`src/rtl/local_predictor.sv`:
```
// Two-level local branch predictor: per-PC local history table (LHT) indexing a
// table of saturating counters (PHT), with same-cycle update forwarding.
module local_predictor #(
    parameter int S_INDEX = 4,
    parameter int HIST_W  = 4,
    parameter int CTR_W   = 2
) (
    input  logic              clk,
    input  logic              rst,
    input  logic [31:0]       rd_pc,
    output logic              pred_taken,
    output logic [HIST_W-1:0] pred_hist,
    input  logic              upd_valid,
    input  logic [31:0]       upd_pc,
    input  logic [HIST_W-1:0] upd_hist,
    input  logic              upd_taken,
    output logic              ready
);

    localparam int INIT_W = (S_INDEX > HIST_W) ? S_INDEX : HIST_W;
    localparam int LHT_N  = 1 << S_INDEX;
    localparam int PHT_N  = 1 << HIST_W;

    localparam logic [CTR_W-1:0]  CTR_ONE  = {{(CTR_W-1){1'b0}}, 1'b1};
    localparam logic [CTR_W-1:0]  CTR_MAX  = {CTR_W{1'b1}};
    localparam logic [CTR_W-1:0]  CTR_WEAK = {1'b1, {(CTR_W-1){1'b0}}};
    localparam logic [INIT_W-1:0] INIT_ONE = {{(INIT_W-1){1'b0}}, 1'b1};
    localparam logic [INIT_W-1:0] INIT_END = {INIT_W{1'b1}};

    typedef enum logic {INIT, READY} state_t;

    state_t            state_reg, state_next;
    logic [INIT_W-1:0] init_cnt_reg, init_cnt_next;

    logic [HIST_W-1:0] lht [LHT_N];
    logic [CTR_W-1:0]  pht [PHT_N];

    logic [S_INDEX-1:0] rd_lht_idx, upd_lht_idx, init_lht_idx;
    logic [HIST_W-1:0]  pht_rd_idx, pht_wr_idx, init_pht_idx;
    logic [HIST_W-1:0]  lht_wr_data, rd_hist_fwd;
    logic [CTR_W-1:0]   pht_cur, pht_wr_data, rd_ctr;
    logic               upd_en, lht_init_en, pht_init_en;
    logic               unused_pc_bits;

    assign ready  = (state_reg == READY);
    assign upd_en = upd_valid && ready;

    assign rd_lht_idx   = rd_pc[S_INDEX+1:2];
    assign upd_lht_idx  = upd_pc[S_INDEX+1:2];
    assign init_lht_idx = init_cnt_reg[S_INDEX-1:0];
    assign init_pht_idx = init_cnt_reg[HIST_W-1:0];
    assign pht_wr_idx   = upd_hist ^ upd_pc[HIST_W+1:2];

    // The init counter spans the larger table; the smaller one is only written
    // while the counter is still inside its range.
    generate
        if (INIT_W > S_INDEX) begin : g_lht_init_range
            assign lht_init_en = (init_cnt_reg[INIT_W-1:S_INDEX] == '0);
        end else begin : g_lht_init_full
            assign lht_init_en = 1'b1;
        end
        if (INIT_W > HIST_W) begin : g_pht_init_range
            assign pht_init_en = (init_cnt_reg[INIT_W-1:HIST_W] == '0);
        end else begin : g_pht_init_full
            assign pht_init_en = 1'b1;
        end
    endgenerate

    assign lht_wr_data = {lht[upd_lht_idx][HIST_W-2:0], upd_taken};

    always_comb begin
        pht_cur     = pht[pht_wr_idx];
        pht_wr_data = pht_cur;
        if (upd_taken) begin
            if (pht_cur != CTR_MAX) pht_wr_data = pht_cur + CTR_ONE;
        end else begin
            if (pht_cur != '0) pht_wr_data = pht_cur - CTR_ONE;
        end
    end

    // Read path: the history is forwarded first, then the PHT index derived
    // from it, then the counter is forwarded against the same-cycle update.
    always_comb begin
        rd_hist_fwd = lht[rd_lht_idx];
        if (upd_en && (rd_lht_idx == upd_lht_idx)) rd_hist_fwd = lht_wr_data;
        pht_rd_idx = rd_hist_fwd ^ rd_pc[HIST_W+1:2];
        rd_ctr     = pht[pht_rd_idx];
        if (upd_en && (pht_rd_idx == pht_wr_idx)) rd_ctr = pht_wr_data;
    end

    assign pred_taken = ready && rd_ctr[CTR_W-1];
    assign pred_hist  = ready ? rd_hist_fwd : '0;

    always_ff @(posedge clk) begin
        if (!rst) begin
            if (state_reg == INIT) begin
                if (lht_init_en) lht[init_lht_idx] <= '1;
                if (pht_init_en) pht[init_pht_idx] <= CTR_WEAK;
            end else if (upd_valid) begin
                lht[upd_lht_idx] <= lht_wr_data;
                pht[pht_wr_idx]  <= pht_wr_data;
            end
        end
    end

    always_ff @(posedge clk) begin
        if (rst) begin
            state_reg    <= INIT;
            init_cnt_reg <= '0;
        end else begin
            state_reg    <= state_next;
            init_cnt_reg <= init_cnt_next;
        end
    end

    always_comb begin
        state_next    = state_reg;
        init_cnt_next = init_cnt_reg;
        case (state_reg)
            INIT: begin
                init_cnt_next = init_cnt_reg + INIT_ONE;
                if (init_cnt_reg == INIT_END) state_next = READY;
            end
            READY: begin
                state_next = READY;
            end
            default: begin
                state_next = INIT;
            end
        endcase
    end

    assign unused_pc_bits = ^{rd_pc[31:INIT_W+2], rd_pc[1:0],
                              upd_pc[31:INIT_W+2], upd_pc[1:0]};

endmodule

```
`config.mk`:
```
export PLATFORM = sky130hd
export DESIGN_NAME = local_predictor
export DESIGN_NICKNAME = d
export VERILOG_FILES = /design/src/rtl/local_predictor.sv
export SDC_FILE = /design/constraint.sdc
export NUM_CORES = 1
export LEC_CHECK = 0
export ABC_AREA = 1
export BUFFER_PORTS_ARGS = -buffer_cell sky130_fd_sc_hd__buf_4
export CORE_ASPECT_RATIO = 1.25
export CORE_MARGIN = 2
export CORE_UTILIZATION = 45
export DETAILED_ROUTE_END_ITERATION = 8
export PLACE_DENSITY = 0.65
export SYNTH_ARGS = -nofsm -noshare
export SYNTH_HDL_FRONTEND = slang
export SYNTH_SLANG_ARGS = --single-unit
```
`constraint.sdc`:
```
create_clock -name clk -period 6.6 [get_ports clk]
set_input_delay 0.66 -clock clk [delete_from_list [all_inputs] [get_ports clk]]
set_output_delay 0.66 -clock clk [all_outputs]
set_load 0.05 [all_outputs]
```
; Word level (Yosys, flattened, before mapping)
; Memories as Yosys holds them, arrays and structs flattened.
; Index checks and enable logic that the tools add are counted.
[word_totals]
ff_bits = 5
mem_bits_rw = 96
output_inout_bits = 6
word_cells = 42
memories = 2
[op_classes]
addsub = 3
eq_ne = 4
n_mux = 21
n_bitwise = 3
n_reduce_logical = 7
[memory_table]
columns = name, depth, word_bits, rd, rd_ports_with_merged_regs, write_ports, line
row1 = lht, 16, 4, 2, 0, 1, 35  ; logic [HIST_W-1:0] lht [LHT_N];
row2 = pht, 16, 2, 2, 0, 1, 36  ; logic [CTR_W-1:0] pht [PHT_N];
[op_table]
columns = operator, n
row1 = 4-bit two-way mux, 5
row2 = 1-bit two-way mux, 10
row3 = 2-bit two-way mux, 5
row4 = 4-bit == test, 2
row5 = 4-bit XOR, 2
row6 = 4-bit by 1-bit adder with 4-bit output (second input constant), 1
row7 = 4-bit == test (second input constant), 1
row8 = 1-bit logical AND, 4
row9 = 4-bit OR reduction, 1
row10 = 2-bit by 1-bit adder with 2-bit output (second input constant), 1
row11 = 2-bit != test (second input constant), 1
row12 = 1-bit case mux with 2 select lines, 1
row13 = 2-bit nonzero test, 1
row14 = 2-bit OR reduction, 1
row15 = 2-bit by 1-bit subtractor with 2-bit output (second input constant), 1
row16 = 1-bit inverter, 1

; Depth between registers and ports, before layout
; Gate-level depths: netlist of the first run.
[depth]
ltp_word = 8
depth_mapped = 19

; Worst setup path after synthesis of the first run
; OpenSTA, ideal clock, no wires.
[synth_path]
path_type = register -> output
from = register state_reg, in the netlist ready
to = output port pred_taken
t_arrival_ps = 2357
required_time_ps = 5940
path_slack_ps = 3583
stages_incl_launch_ff = 19
cell_sequence = dfxtp_1 > nand2_1 > inv_2 > nand3_1 > a21oi_2 > nand2_2 > inv_2 > nand3_2 > nand2_1 > nand2_1 > nand2_2 > nand2_1 > nand2_1 > nor2_1 > nand4_1 > nand2_1 > inv_1 > nand2_1 > inv_1
[synth_between]
elab_chain_cells = 8
word_cells_on_any_way = 9
[synth_rtl]
columns = element, line
row1 = start: declaration, 32  ; state_t state_reg, state_next;
row2 = start signal: assignment, 111  ; state_reg <= state_next;
row3 = "parallel branches: the longest is 7 deep, another holds memory 16 x 2 bit", --
row4 = 1-bit logical AND (*), 91  ; assign pred_taken = ready && rd_ctr[CTR_W-1];
row5 = end: declaration, 11  ; output logic pred_taken,
; Every way passes the cells marked *.

; Worst setup path in the final report of the first run
[layout_path]
from = input port upd_pc[2]
to = output port pred_taken
[layout_between]
elab_chain_cells = 8
word_cells_on_any_way = 18
[layout_rtl]
columns = element, line
row1 = start: declaration, 14  ; input logic [31:0] upd_pc,
row2 = "parallel branches: the longest is 6 deep, another holds memory 16 x 4 bit", --
row3 = 2-bit two-way mux (*), 88  ; if (upd_en && (pht_rd_idx == pht_wr_idx)) rd_ctr = pht_wr_data;
row4 = 1-bit logical AND (*), 91
; Marks and branches as above.

==> summary.md, run 1 <==
| Metric | Value |
|---|---|
| Outcome | `finished, final reports clean` |
| Crit Path Class | `input port to primary output` |
| CTS Root Buffer Type | `clkbuf_16` |
| FFs w/ async S/R, synth | `0%` |
| CP Capture Type | `primary output` |
| Post-synthesis sequential area ratio | `between 50% and 60%` |
| Worst r2r dst | `lht[9][3]` |
| DR iter-0 viols | `545` |
| Leak Pwr | `2.40 nW` |
| Complex-gate fraction of the synthesized area | `a little under a tenth` |
| Placed cells | `795` |
| Crit. Startpoint | `upd_pc[2]` |
| GR Layer Usage met2 | `37.5%` |
| Initial antenna violation count | `0` |
| Reg2Reg Depth | `6` |
| Starting density of the core | `between 40% and 50%` |
| Worst setup margin | `approximately 2.7 ns` |
| Setup crit end | `pred_taken` |
| Worst reg-to-reg setup slack | `3.27 ns` |
| Maxcap violations | `0` |
| VDD IR max | `163 µV` |
| Gr usage total | `22.9%` |
| Netlist cell types | `32` |
| Num Clock Sinks | `101` |
| Synth Flop Type | `edfxtp_1` |
| GP Congestion | `0.918` |
| Hpwl dp | `10000 µm` |
| Synthesized net count | `710` |
| Measured slew at the worst slew-check pin | `0.923 ns` |
| Non-Filler Instances | `around 800` |
| Area of the mapped netlist | `around 5500 µm²` |
| Critical path data arrival time | `about 3.3 ns` |
| Main combinational cell family by area after synthesis | `simple AND/OR/NAND/NOR gates` |
| Grt ovf | `0` |
| CTS Hold Buffers Added | `0` |
| Avg Vias per Cell | `5.72` |
| Synthesis Warnings | `0` |
| Unrepaired setup endpoints after global routing | `false` |
| Final ANT Viol Nets | `0` |
| Area grow syn2layout | `8.71%` |
| Num CTS Buffers | `9` |
| Die Height | `~130 µm` |
| CP max FO | `42` |
| Post-cts sizing count | `0` |
| WL per Instance | `around 18 µm` |
| First-pass GRT wire length | `between 20000 and 25000 µm` |
| Slowest CP cell | `nand2_1` |
| Top Usage Layer GRT | `met2` |
| Fill count | `1152` |
| Clock Tree Buf Depth | `2` |
| Multiplexer share of the synthesized area | `0%` |
| Die area | `~13000 µm²` |
| Post-CTS Setup Inserts | `0` |
| Htree depth | `3` |
| Clk pin slew, worst setup/hold paths | `0.08 ns` |
| Final worst-path cycle share | `59.2%` |
| Total negative setup slack | `0 ns` |
| Hold crit path type | `flop to flop` |
| Synth top area share | `52.1%` |
| Vias | `~4600` |
| Largest stage delay, worst path | `approximately 0.44 ns` |
| Fraction of layout cells with a size suffix above 1 | `around 8.7%` |
| Post-Synth Adder-Cell Area | `0.226%` |
| Via count of the first global-routing pass | `4314` |
| Most instantiated library cell after synthesis | `nand2_1` |
| Worst Skew | `approximately 0.017 ns` |
| Num ports | `between 70 and 80` |
| Post-Synthesis Cells | `~640` |
| Post-route minimum period | `3.91 ns` |
| IO Port Bufs | `21` |
| Crit path cell chain | `buf_4 -> inv_2 -> nand2_1 -> nand2_1 -> o21ai_0 -> a21oi_1 -> nor2_1 -> nand2_1 -> nand2_1 -> nand2_1 -> nand2_1 -> o21ai_1 -> nand2_1 -> nand4_1 -> nand2_1 -> inv_1 -> nand2_1 -> inv_1 -> buf_4` |
| Hold Crit Depth | `2` |
| Max FFs per register | `64` |
| Crit-path most repeated cell | `nand2_1` |
| Pwr/cell area | `231 nW/µm²` |
| Ant. Diodes | `0` |
| Number of synthesized register bits | `101` |
| Worst setup SP type | `input port` |
| WP data required | `roughly 5.9 ns` |
| Met3 Track Usage GR | `3.54%` |
| Slew margin rel. | `about two fifths` |
| Post-Synth XOR/XNOR Area | `1.13%` |
| Setup Viol. Count Final | `0` |
| Register area | `approximately 3000 µm²` |
| Synth top area cells | `edfxtp_1 (52%), nand3_1 (11%), nand2_1 (8.9%)` |
| CTS tree | `done` |
| Residual DRC count | `0` |
| Final Total Pwr | `between 1 and 1.5 mW` |
| GR Util met1 | `31.1%` |
| FMAX | `approximately 0.26 GHz` |
| Cell taking the most area after synthesis | `edfxtp_1` |
| Clk Latency, worst-skew pair | `0.35 ns` |
| Total Routed Length | `14700 µm` |
| Post-Synth Simple-Gate Area | `about 27%` |
| Number of synthesized flops with an enable pin | `96` |
| Final hold violation count | `0` |
| Largest net degree at the start of global routing | `slightly above 50` |
| Final slew viol count | `0` |
| Total core area | `12000 µm²` |
| Pre-CTS setup slack | `~2.8 ns` |
| Multi-input gate area | `2090 µm²` |
| Die Width | `103 µm` |
| Reg-to-Reg Start | `ready` |
| Nets | `roughly 720` |
| Most frequent cells after synthesis | `nand2_1 (131), nand3_1 (122), edfxtp_1 (96), inv_1 (65), nor2_1 (60)` |
| Site row count | `45` |
| TritonRoute pass-1 iters | `6` |
| Mean Syn Cell Area | `8.68 µm²` |
==> how the worst min path moves through the flow <==
| stage | from | end | slack [ns] |
|---|---|---|---|
| 3_3_place_gp | init_cnt_reg[3] | ready | 0.50 |
| 3_5_place_dp | init_cnt_reg[3] | ready | 0.50 |
| 2_1_floorplan | init_cnt_reg[3] | ready | 0.47 |
| 4_1_cts | init_cnt_reg[3] | ready | 0.52 |
| 5_1_grt | rst | init_cnt_reg[2] | 0.53 |
| 6_report | init_cnt_reg[0] | init_cnt_reg[0] | 0.52 |
==> layout by cell type (no fill, tap or decap), drive strengths merged <==
master / count
ha: 1
nand3b: 7
edfxtp: 96
o211ai: 21
nand4: 2
o21bai: 1
nor3b: 1
clkinv: 2
a211oi: 1
xor2: 2
nand2: 134
a31oi: 1
a21oi: 31
nand3: 127
buf: 23
clkbuf: 10
o21ai: 36
xnor2: 3
and3: 1
nor3: 4
inv: 76
clkinvlp: 1
nor2: 61
dfxtp: 5
==> metal layers <==
metal,up-vias,routed length [µm]
met5,-,0
met4,0,338
met3,30,1260
met2,244,7160
met1,2176,5930
li1,2190,-
==> power by group <==
group,total (mW),internal [mW],switching [mW]
Combinational,0.178,0.0528,0.125
Sequential,0.700,0.697,0.00294
Clock,0.510,0.264,0.247
Total,1.39,1.01,0.375
==> worst max-delay path: cells and delay by family <==
kind / cells / cell delay (ns)
compound gates: 3 / 0.47
buf+inv: 5 / 0.89
simple gates: 11 / 1.24
==> cell families after synthesis <==
family,Yosys count
flip-flops,101
AO/OA/AOI/OAI,91
buffers and inverters,102
adder cells (fa/ha/maj),1
AND/OR/NAND/NOR,337
XOR/XNOR,5
==> cell type report <==
type                    count  share of cell area, %
multi-input cells         434                   34.8
repair buffers             23                   2.87
inverters                  73                   4.56
clock inverters             6                  0.874
flip-flops and latches    101                   49.6
well taps                 164                   3.41
clock buffers              10                   3.81
==> stage by stage <==
stage	cell area, µm²	hold WS, ns	utilization (%)
final	6010	0.521	49.9
after detailed placement	5730	0.499	47.5
after floorplan	5530	0.470	-
after CTS	6010	0.523	49.9
after global placement	5730	0.502	47.5
after global routing	6010	0.531	49.9
Power figures use the tool's default switching activity.
==> run 2: changes to the inputs <==
--- a/config.mk
+++ b/config.mk
@@ -5,7 +5,7 @@
 export SDC_FILE = /design/constraint.sdc
 export NUM_CORES = 1
 export LEC_CHECK = 0
-export ABC_AREA = 1
+export ABC_AREA = 0
 export BUFFER_PORTS_ARGS = -buffer_cell sky130_fd_sc_hd__buf_4
 export CORE_ASPECT_RATIO = 1.25
 export CORE_MARGIN = 2
==> constraint.sdc (replaced) <==
create_clock -name clk -period 4.1 [get_ports clk]
set_input_delay 0.41 -clock clk [delete_from_list [all_inputs] [get_ports clk]]
set_output_delay 0.41 -clock clk [all_outputs]
set_load 0.05 [all_outputs]
==> summary.md, run 2 <==
| Metric | Value |
|---|---|
| WL per Instance | `23.3 µm (+29%)` |
| Synthesis Warnings | `0 (unchanged)` |
| GP Congestion | `0.899 (-2.1%)` |
| Outcome | `finished, final reports clean` |
| Nets | `476 (-33%)` |
| Pwr/cell area | `385 nW/µm² (+67%)` |
| FMAX | `0.255 GHz` |
| Htree depth | `3 (unchanged)` |
| Synth top area cells | `edfxtp_1 (52%), mux4_2 (13%), mux4_1 (5.2%)` |
| Via count of the first global-routing pass | `3537 (-18%)` |
| Met3 Track Usage GR | `3.05% (-0.49 points)` |
| FFs w/ async S/R, synth | `0% (unchanged)` |
| Number of synthesized flops with an enable pin | `96 (unchanged)` |
| Commonest non-fill, non-tap cell in the layout | `edfxtp_1` |
| Final worst-path cycle share | `95.7%` |
| Mean Syn Cell Area | `14.5 µm² (+67%)` |
| GR Layer Usage met2 | `37.8% (+0.27 points)` |
| WP data required | `3.69 ns (-2.25 ns)` |
| Cell taking the most area after synthesis | `edfxtp_1` |
| Most frequent cells in the layout | `edfxtp_1 (96), nor2_1 (53), buf_4 (33)` |
| Avg Vias per Cell | `6.13 (+7.2%)` |
| Total Routed Length | `13300 µm (-9.2%)` |
| Clock Tree Buf Depth | `2 (unchanged)` |
| Hpwl dp | `9770 µm (-2.4%)` |
| Gr usage total | `21.1% (-1.9 points)` |
| Starting density of the core | `45.9% (about the same)` |
| Maxcap violations | `0 (unchanged)` |
| CP max FO | `18 (-57%)` |
| Die area | `13200 µm² (about the same)` |
| Die Height | `128 µm (about the same)` |
| Top Usage Layer GRT | `met2` |
| Worst Skew | `0.00643 ns (-0.0105 ns)` |
| Area of the mapped netlist | `5530 µm² (about the same)` |
| Final Total Pwr | `2.37 mW (+71%)` |
| Total core area | `12000 µm² (unchanged)` |
| Fin area | `6170 µm² (+2.7%)` |
| Num ports | `78 (unchanged)` |
| Ant. Diodes | `0 (unchanged)` |
| Crit Path Class | `input port to primary output` |
| Most frequent cells after synthesis | `edfxtp_1 (96), nor2_1 (53), mux4_2 (31), mux2i_1 (19)` |
| Most instantiated library cell after synthesis | `edfxtp_1` |
| Largest stage delay, worst path | `0.61 ns (+0.17 ns)` |
| Cell area after placement | `5830 µm² (+1.7%)` |
| Max FFs per register | `64 (unchanged)` |
| VDD IR max | `274 µV (+68%)` |
| Netlist cell types | `55 (+72%)` |
| Die Width | `103 µm (about the same)` |
| Worst setup SP type | `input port` |
| Leak Pwr | `2.14 nW (-11%)` |
| IO Port Bufs | `21 (unchanged)` |
| Post-synthesis sequential area ratio | `53.9% (about the same)` |
| Post-CTS Setup Inserts | `0 (unchanged)` |
| Num Clock Sinks | `101 (unchanged)` |
| Crit path cell chain | `buf_4 -> mux4_1 -> mux4_2 -> xnor2_4 -> mux2i_1 -> o221a_1 -> o31ai_1 -> o21ai_1 -> o31ai_2 -> buf_4` |
| WP buf/inv | `2 (-3)` |
| Hold crit path type | `input port to flop` |
| Slew margin rel. | `23.7% (-15 points)` |
| Residual DRC count | `0 (unchanged)` |
| GR Util met1 | `24.2% (-6.9 points)` |
| CTS Root Buffer Type | `clkbuf_16` |
| Crit-path most repeated cell | `buf_4` |
| Unrepaired setup endpoints after global routing | `false` |
| Final slew viol count | `0 (unchanged)` |
| Number of synthesized register bits | `101 (unchanged)` |
| Final hold violation count | `0 (unchanged)` |
| First-pass GRT wire length | `19900 µm (-13%)` |
| Area grow syn2layout | `11.6%` |
| Initial antenna violation count | `0 (unchanged)` |
| Clk pin slew, worst setup/hold paths | `0.07 ns (about the same)` |
| Total negative setup slack | `0 ns (unchanged)` |
| Synth Flop Type | `edfxtp_1` |
| Final ANT Viol Nets | `0 (unchanged)` |
| Critical path data arrival time | `3.51 ns (+0.26 ns)` |
| Largest net degree at the start of global routing | `21 (-59%)` |
| Num CTS Buffers | `9 (unchanged)` |
| Post-route minimum period | `3.92 ns` |
| Setup Viol. Count Final | `0 (unchanged)` |
| CTS tree | `done` |
| CP Capture Type | `primary output` |
| Slowest CP cell | `mux4_1` |
| Hold_ws | `0.275 ns (-0.246 ns)` |
| Vias | `3509 (-24%)` |
| Post-Synthesis Cells | `382 (-40%)` |
| Grt ovf | `0 (unchanged)` |
| Clk Latency, worst-skew pair | `0.36 ns (about the same)` |
| Measured slew at the worst slew-check pin | `1.14 ns (+0.219 ns)` |
| Synthesized net count | `455 (-36%)` |
| Site row count | `45 (unchanged)` |
| Synth top area share | `52.1% (about the same)` |
| TritonRoute pass-1 iters | `5 (-1)` |
| DR iter-0 viols | `232 (-57%)` |
| CP top delay family | `multiplexers` |
| Fraction of layout cells with a size suffix above 1 | `21.6% (+13 points)` |
## run 2: repair_timing
| item | CTS | global route |
|---|---|---|
| hold buffers | 0 | 0 |
| setup endpoints to repair | 0 | 1 |
| hold endpoints to repair | 0 | 0 |
| resized for setup | 0 | 1 |
## run 2: power by group
group          switching, mW  internal [mW]
clock                  0.379          0.600
sequential           0.00662           1.12
combinational          0.148          0.118
total                  0.533           1.84
## run 2: cell type report
class	instances	area, µm²
fill	1050	5880
sequential	101	2980
multi-input combinational	252	2370
timing repair buffer	33	248
clock buffer	11	233
tap	164	205
clock inverter	5	108
inverter	6	22.5
## run 2: final timing paths
| path | end | depth (start not counted) | from | slack, ns |
|---|---|---|---|---|
| worst min-delay path | init_cnt_reg[2] | 2 | rst | 0.28 |
| worst max-delay path | pred_taken | 10 | rd_pc[2] | 0.18 |
| worst max register to register | pht[3][0] | 5 | pht[10][0] | 1.44 |
| worst min register to register | ready | 2 | init_cnt_reg[3] | 0.56 |
## run 2: cells by family after synthesis
family | count (synthesis) | synth area share (%)
compound gates | 57 | 7.06
xor+xnor | 23 | 4.32
fa+ha+maj | 2 | 0.407
buf+inv | 29 | 3.28
flops | 101 | 53.9
mux | 64 | 21.9
simple gates | 106 | 9.12
## run 2: metrics by stage
step | std cells | utilization (%) | setup WS (ns)
2_1_floorplan | 382 | - | 0.318
3_3_place_gp | 556 | 48.3 | 0.250
3_5_place_dp | 556 | 48.3 | 0.168
4_1_cts | 572 | 51.2 | 0.177
5_1_grt | 572 | 51.2 | 0.0352
6_report | 572 | 51.2 | 0.177
## run 2: per-layer routing
layer / routed length [µm] / up-vias
met5: 0 / -
li1: - / 1564
met4: 516 / 0
met1: 5130 / 1797
met3: 510 / 36
met2: 7180 / 112
